$ cat src/rtl/cordic_arbiter_pkg.sv
// Shared definitions for the CORDIC request arbiter: FSM state encoding and
// default angle/result widths.
package cordic_pkg;

    localparam int CORDIC_ANGLE_W = 8;
    localparam int CORDIC_DATA_W  = 8;

    // One transaction at a time: grab a requester, kick the engine,
    // wait for its result, hand the result to the consumer.
    typedef enum logic [1:0] {
        S_IDLE  = 2'd0,
        S_ISSUE = 2'd1,
        S_WAIT  = 2'd2,
        S_RESP  = 2'd3
    } arb_state_e;

endpackage

$ cat src/rtl/cordic_arbiter_if.sv
// Requester / engine / response bundle for cordic_arbiter.
// slave  : the arbiter side (accepts requests, drives the engine and response)
// master : the environment side (requesters, engine model, response consumer)
interface cordic_arbiter_if
    import cordic_pkg::*;
#(
    parameter int NUM_REQ = 4,
    parameter int ANGLE_W = CORDIC_ANGLE_W,
    parameter int DATA_W  = CORDIC_DATA_W
);
    localparam int ID_W = $clog2(NUM_REQ);

    logic [NUM_REQ-1:0]         req_valid;
    logic [NUM_REQ*ANGLE_W-1:0] req_angle;
    logic [NUM_REQ-1:0]         req_ready;

    logic                       eng_start;
    logic [ANGLE_W-1:0]         eng_angle;
    logic                       eng_done;
    logic [DATA_W-1:0]          eng_sine;
    logic [DATA_W-1:0]          eng_cosine;

    logic                       rsp_valid;
    logic                       rsp_ready;
    logic [ID_W-1:0]            rsp_id;
    logic [DATA_W-1:0]          rsp_sine;
    logic [DATA_W-1:0]          rsp_cosine;
    logic                       rsp_err;

    logic                       busy;

    modport slave (
        input  req_valid, req_angle, eng_done, eng_sine, eng_cosine, rsp_ready,
        output req_ready, eng_start, eng_angle, rsp_valid, rsp_id,
               rsp_sine, rsp_cosine, rsp_err, busy
    );

    modport master (
        output req_valid, req_angle, eng_done, eng_sine, eng_cosine, rsp_ready,
        input  req_ready, eng_start, eng_angle, rsp_valid, rsp_id,
               rsp_sine, rsp_cosine, rsp_err, busy
    );

endinterface

$ cat src/rtl/cordic_arbiter_rr.sv
// Round-robin picker: the first requester found after ptr (wrapping) wins.
// Purely combinational; grant is all-zero when nothing is requesting.
module rr_arbiter
    import cordic_pkg::*;
#(
    parameter  int NUM_REQ = 4,
    localparam int ID_W    = $clog2(NUM_REQ)
) (
    input  logic [NUM_REQ-1:0] req,
    input  logic [ID_W-1:0]    ptr,
    output logic [NUM_REQ-1:0] grant,
    output logic [ID_W-1:0]    grant_idx
);

    logic found;
    int   cand;

    // Scan ptr+1 .. ptr+NUM_REQ; the nearest requester takes priority.
    always_comb begin
        grant     = '0;
        grant_idx = '0;
        found     = 1'b0;
        cand      = 0;
        for (int k = 1; k <= NUM_REQ; k++) begin
            cand = (int'(ptr) + k) % NUM_REQ;
            if (!found && req[ID_W'(cand)]) begin
                found     = 1'b1;
                grant_idx = ID_W'(cand);
            end
        end
        if (found) grant[grant_idx] = 1'b1;
    end

endmodule

$ cat src/rtl/cordic_arbiter.sv
// Shares one sine/cosine engine between NUM_REQ requesters, one transaction
// in flight at a time: IDLE -> ISSUE -> WAIT -> RESP -> IDLE.
// Optional watchdog: define CORDIC_ARB_TIMEOUT_EN to abort a WAIT that lasts
// TIMEOUT cycles, answering with rsp_err=1 and zero results.
module cordic_arbiter
    import cordic_pkg::*;
#(
    parameter int NUM_REQ = 4,
    parameter int ANGLE_W = CORDIC_ANGLE_W,
    parameter int DATA_W  = CORDIC_DATA_W,
    parameter int TIMEOUT = 32
) (
    input  logic             clk,
    input  logic             rst,
    cordic_arbiter_if.slave  bus
);

    localparam int ID_W = $clog2(NUM_REQ);

    localparam logic [1:0] ST_IDLE  = S_IDLE;
    localparam logic [1:0] ST_ISSUE = S_ISSUE;
    localparam logic [1:0] ST_WAIT  = S_WAIT;
    localparam logic [1:0] ST_RESP  = S_RESP;

    logic [1:0]                       state;
    logic [ID_W-1:0]                  ptr;
    logic [ID_W-1:0]                  gnt_id;
    logic [ANGLE_W-1:0]               angle_q;
    logic [DATA_W-1:0]                sine_q;
    logic [DATA_W-1:0]                cosine_q;

    logic [NUM_REQ-1:0]               arb_gnt;
    logic [ID_W-1:0]                  arb_idx;
    logic [NUM_REQ-1:0][ANGLE_W-1:0]  angles;

    // Same bits as the flat bus, just indexable per requester.
    assign angles = bus.req_angle;

    rr_arbiter #(.NUM_REQ(NUM_REQ)) u_rr (
        .req       (bus.req_valid),
        .ptr       (ptr),
        .grant     (arb_gnt),
        .grant_idx (arb_idx)
    );

`ifdef CORDIC_ARB_TIMEOUT_EN
    localparam int CNT_W = $clog2(TIMEOUT + 1);

    logic [CNT_W-1:0] wait_cnt;
    logic             err_q;
    logic             wd_fire;

    assign wd_fire = (wait_cnt == CNT_W'(TIMEOUT - 1));

    // Counts WAIT cycles; cleared in ISSUE so every WAIT starts at 0.
    always_ff @(posedge clk or posedge rst) begin
        if (rst)                    wait_cnt <= '0;
        else if (state == ST_ISSUE) wait_cnt <= '0;
        else if (state == ST_WAIT)  wait_cnt <= wait_cnt + 1'b1;
    end

    // Error flag follows how the last WAIT ended: engine result or watchdog.
    always_ff @(posedge clk or posedge rst) begin
        if (rst) err_q <= 1'b0;
        else if (state == ST_WAIT) begin
            if (bus.eng_done)  err_q <= 1'b0;
            else if (wd_fire)  err_q <= 1'b1;
        end
    end

    assign bus.rsp_err = err_q;
`else
    logic wd_fire;
    logic unused_timeout;

    // Without the watchdog WAIT only ends on eng_done; TIMEOUT stays in the
    // parameter list so both builds share one instantiation.
    assign wd_fire        = 1'b0;
    assign unused_timeout = (TIMEOUT > 0);
    assign bus.rsp_err    = 1'b0;
`endif

    // Transaction FSM plus the registers it latches along the way.
    always_ff @(posedge clk or posedge rst) begin
        if (rst) begin
            state    <= ST_IDLE;
            ptr      <= ID_W'(NUM_REQ - 1);
            gnt_id   <= '0;
            angle_q  <= '0;
            sine_q   <= '0;
            cosine_q <= '0;
        end else begin
            case (state)
                ST_IDLE: begin
                    if (|bus.req_valid) begin
                        gnt_id  <= arb_idx;
                        angle_q <= angles[arb_idx];
                        state   <= ST_ISSUE;
                    end
                end
                ST_ISSUE: begin
                    // eng_done here belongs to nobody and is dropped.
                    state <= ST_WAIT;
                end
                ST_WAIT: begin
                    if (bus.eng_done) begin
                        sine_q   <= bus.eng_sine;
                        cosine_q <= bus.eng_cosine;
                        state    <= ST_RESP;
                    end else if (wd_fire) begin
                        sine_q   <= '0;
                        cosine_q <= '0;
                        state    <= ST_RESP;
                    end
                end
                ST_RESP: begin
                    if (bus.rsp_ready) begin
                        ptr   <= gnt_id;
                        state <= ST_IDLE;
                    end
                end
                default: state <= ST_IDLE;
            endcase
        end
    end

    // Accept is combinational in IDLE so the grant and the latch share a cycle.
    assign bus.req_ready  = (state == ST_IDLE) ? arb_gnt : '0;
    assign bus.eng_start  = (state == ST_ISSUE);
    assign bus.eng_angle  = angle_q;
    assign bus.rsp_valid  = (state == ST_RESP);
    assign bus.rsp_id     = gnt_id;
    assign bus.rsp_sine   = sine_q;
    assign bus.rsp_cosine = cosine_q;
    assign bus.busy       = (state != ST_IDLE);

endmodule

$ cat src/flat_wrapper.sv
// flat-port wrapper written by rule: the top's interface ports become plain ports
module cordic_arbiter_flat import cordic_pkg::*;
#(
    parameter int NUM_REQ = 4,
    parameter int ANGLE_W = CORDIC_ANGLE_W,
    parameter int DATA_W  = CORDIC_DATA_W,
    parameter int TIMEOUT = 32
)
  (clk, rst, bus_req_valid, bus_req_angle, bus_eng_done, bus_eng_sine, bus_eng_cosine, bus_rsp_ready, bus_req_ready, bus_eng_start, bus_eng_angle, bus_rsp_valid, bus_rsp_id, bus_rsp_sine, bus_rsp_cosine, bus_rsp_err, bus_busy);
  cordic_arbiter_if #(.NUM_REQ(NUM_REQ), .ANGLE_W(ANGLE_W), .DATA_W(DATA_W)) bus_i ();
  input  logic clk;
  input  logic rst;
  input wire logic [$bits(bus_i.req_valid)-1:0] bus_req_valid;
  input wire logic [$bits(bus_i.req_angle)-1:0] bus_req_angle;
  input wire logic [$bits(bus_i.eng_done)-1:0] bus_eng_done;
  input wire logic [$bits(bus_i.eng_sine)-1:0] bus_eng_sine;
  input wire logic [$bits(bus_i.eng_cosine)-1:0] bus_eng_cosine;
  input wire logic [$bits(bus_i.rsp_ready)-1:0] bus_rsp_ready;
  output wire logic [$bits(bus_i.req_ready)-1:0] bus_req_ready;
  output wire logic [$bits(bus_i.eng_start)-1:0] bus_eng_start;
  output wire logic [$bits(bus_i.eng_angle)-1:0] bus_eng_angle;
  output wire logic [$bits(bus_i.rsp_valid)-1:0] bus_rsp_valid;
  output wire logic [$bits(bus_i.rsp_id)-1:0] bus_rsp_id;
  output wire logic [$bits(bus_i.rsp_sine)-1:0] bus_rsp_sine;
  output wire logic [$bits(bus_i.rsp_cosine)-1:0] bus_rsp_cosine;
  output wire logic [$bits(bus_i.rsp_err)-1:0] bus_rsp_err;
  output wire logic [$bits(bus_i.busy)-1:0] bus_busy;
  assign bus_i.req_valid = bus_req_valid;
  assign bus_i.req_angle = bus_req_angle;
  assign bus_i.eng_done = bus_eng_done;
  assign bus_i.eng_sine = bus_eng_sine;
  assign bus_i.eng_cosine = bus_eng_cosine;
  assign bus_i.rsp_ready = bus_rsp_ready;
  assign bus_req_ready = bus_i.req_ready;
  assign bus_eng_start = bus_i.eng_start;
  assign bus_eng_angle = bus_i.eng_angle;
  assign bus_rsp_valid = bus_i.rsp_valid;
  assign bus_rsp_id = bus_i.rsp_id;
  assign bus_rsp_sine = bus_i.rsp_sine;
  assign bus_rsp_cosine = bus_i.rsp_cosine;
  assign bus_rsp_err = bus_i.rsp_err;
  assign bus_busy = bus_i.busy;
  cordic_arbiter #(.NUM_REQ(NUM_REQ), .ANGLE_W(ANGLE_W), .DATA_W(DATA_W), .TIMEOUT(TIMEOUT)) u_core (.clk(clk), .rst(rst), .bus(bus_i));
endmodule
$ cat config.mk
export PLATFORM = sky130hd
export DESIGN_NAME = cordic_arbiter_flat
export DESIGN_NICKNAME = d
export VERILOG_FILES = /design/src/rtl/cordic_arbiter_pkg.sv /design/src/rtl/cordic_arbiter_if.sv /design/src/rtl/cordic_arbiter_rr.sv /design/src/rtl/cordic_arbiter.sv /design/src/flat_wrapper.sv
export SDC_FILE = /design/constraint.sdc
export NUM_CORES = 1
export LEC_CHECK = 0
export BUFFER_PORTS_ARGS = -buffer_cell sky130_fd_sc_hd__buf_2
export CAP_MARGIN = 20
export CORE_UTILIZATION = 25
export CTS_CLUSTER_DIAMETER = 120
export DETAILED_ROUTE_END_ITERATION = 12
export PLACE_DENSITY = 0.53
export SKIP_CTS_REPAIR_TIMING = 1
export SLEW_MARGIN = 20
export SYNTH_ARGS = -nofsm -noshare
export SYNTH_HDL_FRONTEND = slang
export SYNTH_SLANG_ARGS = --single-unit
$ cat constraint.sdc
create_clock -name clk -period 2.37 [get_ports clk]
set_input_delay 0.474 -clock clk [delete_from_list [all_inputs] [get_ports clk]]
set_output_delay 0.474 -clock clk [all_outputs]
set_load 0.02 [all_outputs]
---- After elaboration in Yosys (flattened, before gate mapping) ----
Index checks and enable logic that the tools add are counted.
operators by class
  $add $sub $neg .......................... 4
  order comparisons ....................... 6
  equality and inequality tests ........... 6
  mux-type cells .......................... 30
  reductions and logical operators ........ 14
operator list
  cell                                                    count
  binary-select mux 8 bit (select 2 bit)                  1
  < comparator 2 x 4 -> 1 bit (second input constant)     4
  2-to-1 mux 2 bit                                        7
  2-to-1 mux 1 bit                                        13
  binary-select mux 1 bit (select 2 bit)                  4
  2-to-1 mux 4 bit                                        2
  2-to-1 mux 8 bit                                        1
  case mux 2 bit (4 select lines)                         1
  AND reduction 2 bit                                     3
  adder 2 x 1 -> 2 bit (second input constant)            2
  adder 2 bit (second input constant)                     2
  equality test 2 bit (second input constant)             2
  logical AND 1 bit                                       4
  inequality test 2 bit (second input constant)           2
  OR reduction 4 bit                                      1
  logical NOT 1 bit                                       3
  < comparator 2 x 3 -> 1 bit (second input constant)     1
  AND reduction 3 bit                                     1
  demux 1 bit (select 2 bit)                              1
  equality test 2 x 1 -> 1 bit (second input constant)    1
  >= comparator 2 x 1 -> 1 bit (second input constant)    1
  logical NOT 2 bit                                       1
  inequality test 2 x 1 -> 1 bit (second input constant)  1
  nonzero test 2 bit                                      1
storage, ports and cells
  register bits after elaboration ......... 30
  input bits .............................. 56
  output and inout port bits .............. 34
  word-level logic and storage cells ...... 66

---- Longest topological paths before layout ----
  depth in word-level cells ............... 20
  gate-level depth with buffers ........... 7
  gate-level depth less buffers ........... 7

---- By module ----
A second synthesis with hierarchy kept.
second synthesis, totals
  cell total of the unflattened synthesis .. 128
  area total of the unflattened synthesis .. 1671.6 µm²
modules (own cells, without submodules)
  module          times used  cells each  area each (µm²)  seq. area each (µm²)
  cordic_arbiter  1           95          1452.6           753.2
  rr_arbiter      1           33          219.0            0.0

---- Worst setup path after synthesis ----
No wires, ideal clock.
  kind .................................... register to output
  start point ............................. reg u_core.state[0]
  end point ............................... out bus_req_ready[2]
  arrival ................................. 1718 ps
  data required time ...................... 1896 ps
  path slack .............................. 178 ps
  stages on the path, launching flop included .. 7
  path buffers ............................ 0
  cells stage by stage .................... dfrtp_1 -> inv_1 -> ha_1 -> inv_1 -> nor2_1 -> nand2_2 -> nor2_1
between the ends
  cells in the longest elaborated chain, start to end .. 2
ends and longest elaborated chain
  what                      RTL line               source
  start: declaration        cordic_arbiter.sv:25   logic [1:0] state;
  start signal: assignment  cordic_arbiter.sv:86   state <= ST_IDLE;
  start signal: assignment  cordic_arbiter.sv:98   state <= ST_ISSUE;
  start signal: assignment  cordic_arbiter.sv:103  state <= ST_WAIT;
  logical NOT 2 bit         cordic_arbiter.sv:128  assign bus.req_ready = (state == ST_IDLE) ? arb_gnt : '0;
  2-to-1 mux 4 bit          cordic_arbiter.sv:128
  end: declaration          flat_wrapper.sv:19     output wire logic [$bits(bus_i.req_ready)-1:0] bus_req_ready;
No other way between the ends.

---- Worst setup path after layout ----
  start point ............................. reg u_core.ptr[1]
  end point ............................... out bus_req_ready[0]
between the ends
  cells in the longest elaborated chain, start to end .. 20
  elaborated cells on any way between the ends .. 37
  classes of those cells .................. add/sub: 4; order compare: 2; mux: 24; reduce/logical: 7
ends and longest elaborated chain
  what                                                                                               RTL line                 source
  start: declaration                                                                                 cordic_arbiter.sv:26     logic [ID_W-1:0] ptr;
  start signal: assignment                                                                           cordic_arbiter.sv:87     ptr <= ID_W'(NUM_REQ - 1);
  start signal: assignment                                                                           cordic_arbiter.sv:118    ptr <= gnt_id;
  adder 2 x 1 -> 2 bit                                                                               cordic_arbiter_rr.sv:25  cand = (int'(ptr) + k) % NUM_REQ;
  binary-select mux 1 bit (select 2 bit)                                                             cordic_arbiter_rr.sv:26  if (!found && req[ID_W'(cand)]) begin
  2-to-1 mux 1 bit (implied by the code) (2 in a row)                                                cordic_arbiter_rr.sv:26
  2-to-1 mux 1 bit                                                                                   cordic_arbiter_rr.sv:26
  logical NOT 1 bit                                                                                  cordic_arbiter_rr.sv:26
  logical AND 1 bit                                                                                  cordic_arbiter_rr.sv:26
  2-to-1 mux 1 bit                                                                                   cordic_arbiter_rr.sv:26
  logical NOT 1 bit                                                                                  cordic_arbiter_rr.sv:26
  [... 3 more ...]                                                                                   --
  logical AND 1 bit                                                                                  cordic_arbiter_rr.sv:26
  2-to-1 mux 2 bit                                                                                   cordic_arbiter_rr.sv:26
  < comparator 2 x 3 -> 1 bit (implied by the code) or >= comparator 2 x 1 -> 1 bit (tied branches)  cordic_arbiter_rr.sv:31  if (found) grant[grant_idx] = 1'b1;
  logical AND 1 bit (implied by the code)                                                            cordic_arbiter_rr.sv:31
  2-to-1 mux 1 bit (implied by the code)                                                             cordic_arbiter_rr.sv:31
  demux 1 bit (select 2 bit)                                                                         cordic_arbiter_rr.sv:31
  2-to-1 mux 4 bit (*)                                                                               cordic_arbiter_rr.sv:31
  2-to-1 mux 4 bit (*)                                                                               cordic_arbiter.sv:128
Mark *: on every way between the ends. The rest lies on a longest branch, timed or not. The select of a mux whose other input is x is not followed.

==> qor.csv <==
metric,value,unit
outcome,"finished, final reports clean",
netlist_area,1570,µm²
grt_start_max_net_pins,31,
syn-instance-count,137,
syn-num-nets,197,
firstDrtPassIters,4,
vias,1396,
most-common-layout-cells,"buf_2 (88), dfrtp_1 (28), mux2_2 (18), a211oi_1 (16), nor2_1 (13)",
yosysSeqAreaShare,47.97,%
antenna_found_initial,0,
ys_warn_count,0,
slew_violations,0,
diodes,0,
drc,0,
place.gp.congestion,0.6879,
p_leak,1.109,nW
grt_overflow,0,
fin_skew,0.004745,ns
max_freq,445.2,MHz
synth_cell_types,30,
grt_pass1_wl,5996,µm
worst_setup_path_end_kind,primary output,
cts_sinks,30,
rsz0062_at_grt,false,
drt-vias-per-instance,4.474,
hold_viol_final,0,
worstPathRequired,1.90,ns
drive_gt1_share,54.01,%
setup_viol,0,
die_area,6602,µm²
final_common_cell,buf_2,
p_int,1.666,mW
tightest_slew,0.6618,ns
critical_path_class,flip-flop to primary output,
dieWidth,81.25,µm
die_height,81.25,µm
finalWirelength,3852,µm
maxCapViolCount,0,
hold_class,input pin to asynchronous set/reset pin,
max-vdd-ir-drop,0.4495,mV
fin_nets,296,
avgRoutedWirePerCell,12.35,µm
io_buffers,88,
syn_area_per_cell,11.46,µm²
clockBufferDepth,2,
root_buffer,clkbuf_8,
htreeDepth,2,
clkSlewWorstSetupHoldPaths,0.06,ns
ant_nets,0,
comb_power_share,53.3,%
setup-tns-final,0,ns
tritoncts,done,
power.net_switching,1.215,mW
yosys_register_bits,30,
arrival,1.77,ns
worst-path-max-fanout,5,
period_share,94.78,%
clock_latency,0.27,ns
drt-initial-drc-count,40,
cp-start-kind,flip-flop,
fin_crit,2.246,ns
core_area,5991,µm²
grt_use_total,12.14,%
pin_count,90,
dp_hpwl,3059,µm
cts_buffers,5,
clkPwrFrac,14.5,%
p_per_area,1290,nW/µm²
fp-row-count,28,
power,2.881,mW
power_frac_seq,32.2,%
grt_pass1_vias,1280,
areaGrowthSynthToFinish,42.23,%
max_slew_margin,55.77,%
initial_core_util,26.21,%
swShare,42.18,%
==> power by group through the flow <==
stage,clock (mW),sequential [mW],combinational [mW]
3_3_place_gp,0,0.936,1.54
2_1_floorplan,0,1.21,0.771
5_1_grt,0.465,0.966,1.70
4_1_cts,0.443,0.932,1.55
3_5_place_dp,0,0.943,1.55
6_report,0.417,0.927,1.54
==> logic make-up after synthesis <==
group	after synthesis	share of synthesized area (%)
and+or+nand+nor	42	14.90
DFF	30	47.97
other	1	0.2388
muxes	26	18.01
buffers and inverters	10	3.187
adders and majority gates	4	3.187
AOI/OAI and AO/OA	24	12.51
==> critical path, stage by stage (launching register included) <==
cell	delay [ns]
dfstp_2	0.58
inv_1	0.09
o311a_1	0.43
nor3_1	0.19
buf_2	0.20
==> registers in the layout, indices dropped and copies added (netlist names) <==
name and cells:
u_core.bus.rsp_cosine 8, u_core.state 2, u_core.bus.rsp_id 2, u_core.bus.rsp_sine 8, u_core.ptr 2, u_core.bus.eng_angle 8
==> cells in the mapped netlist <==
master    number  area, µm²
a221oi_1       1      8.760
nor2_1        13      48.80
nor2b_1        5      31.28
nor3_1         2      10.01
nand2_1        6      22.52
dfrtp_1       28      700.7
inv_1          6      22.52
mux2i_1        8      80.08
mux2_2        18      202.7
conb_1         1      3.750
or3b_1         1      8.760
clkbuf_1       1      3.750
o32a_1         1      10.01
nand2b_1       1      6.260
o21ai_4        2      32.53
or2_2          1      6.260
a211oi_1      16      120.1
nand2_2        1      6.260
buf_4          1      7.510
buf_6          1      11.26
and3_1         2      12.51
o21ai_0        2      10.01
o21ai_1        1      5.000
o311a_1        1      10.01
nand3_1        1      5.000
ha_1           4      50.05
nor4_1         1      6.260
dfstp_2        2      52.55
and4_1         8      70.07
buf_2          1      5.000
==> per-stage QoR <==
stage	utilization (%)	instances	area, µm²	hold slack [ns]	worst slack [ns]
floorplan	-	137	1570	0.5279	0.1781
global placement	35.67	304	2137	0.4836	0.3036
finish	37.28	312	2233	0.2651	0.1237
detailed placement	35.67	304	2137	0.4897	0.2634
CTS	37.20	312	2228	0.2793	0.08261
global route	37.28	312	2233	0.2963	0.01321
==> path summary, 6_finish.rpt <==
| check | end | cells after the start | slack (ns) | from |
|---|---|---|---|---|
| min in group clk | u_core.bus.rsp_sine[6] | 2 | 0.43 | bus_eng_sine[6] |
| max in group asynchronous | u_core.ptr[1] | 3 | 1.78 | rst |
| hold / removal | u_core.bus.rsp_sine[6] | 3 | 0.27 | rst |
| setup reg to reg | u_core.bus.eng_angle[4] | 8 | 0.56 | u_core.state[1] |
| hold reg to reg | u_core.bus.rsp_cosine[0] | 1 | 0.50 | u_core.bus.rsp_cosine[0] |
| setup / recovery | bus_req_ready[0] | 4 | 0.12 | u_core.ptr[1] |
==> cell type report <==
class,count,area [µm²]
Timing Repair Buffer,96,500.5
Clock inverter,1,5.005
Clock buffer,7,86.33
Multi-Input combinational cell,97,772.0
Sequential cell,30,753.2
Inverter,6,22.52
Fill cell,624,3757
Tap cell,75,93.84
==> metal layers <==
metal | wire (µm) | track usage [%]
met1 | 1847 | 16.05
met2 | 1726 | 18.66
met3 | 245 | 3.258
met4 | 32 | 4.821
met5 | 0 | 0
(Power assumes the default switching activity.)
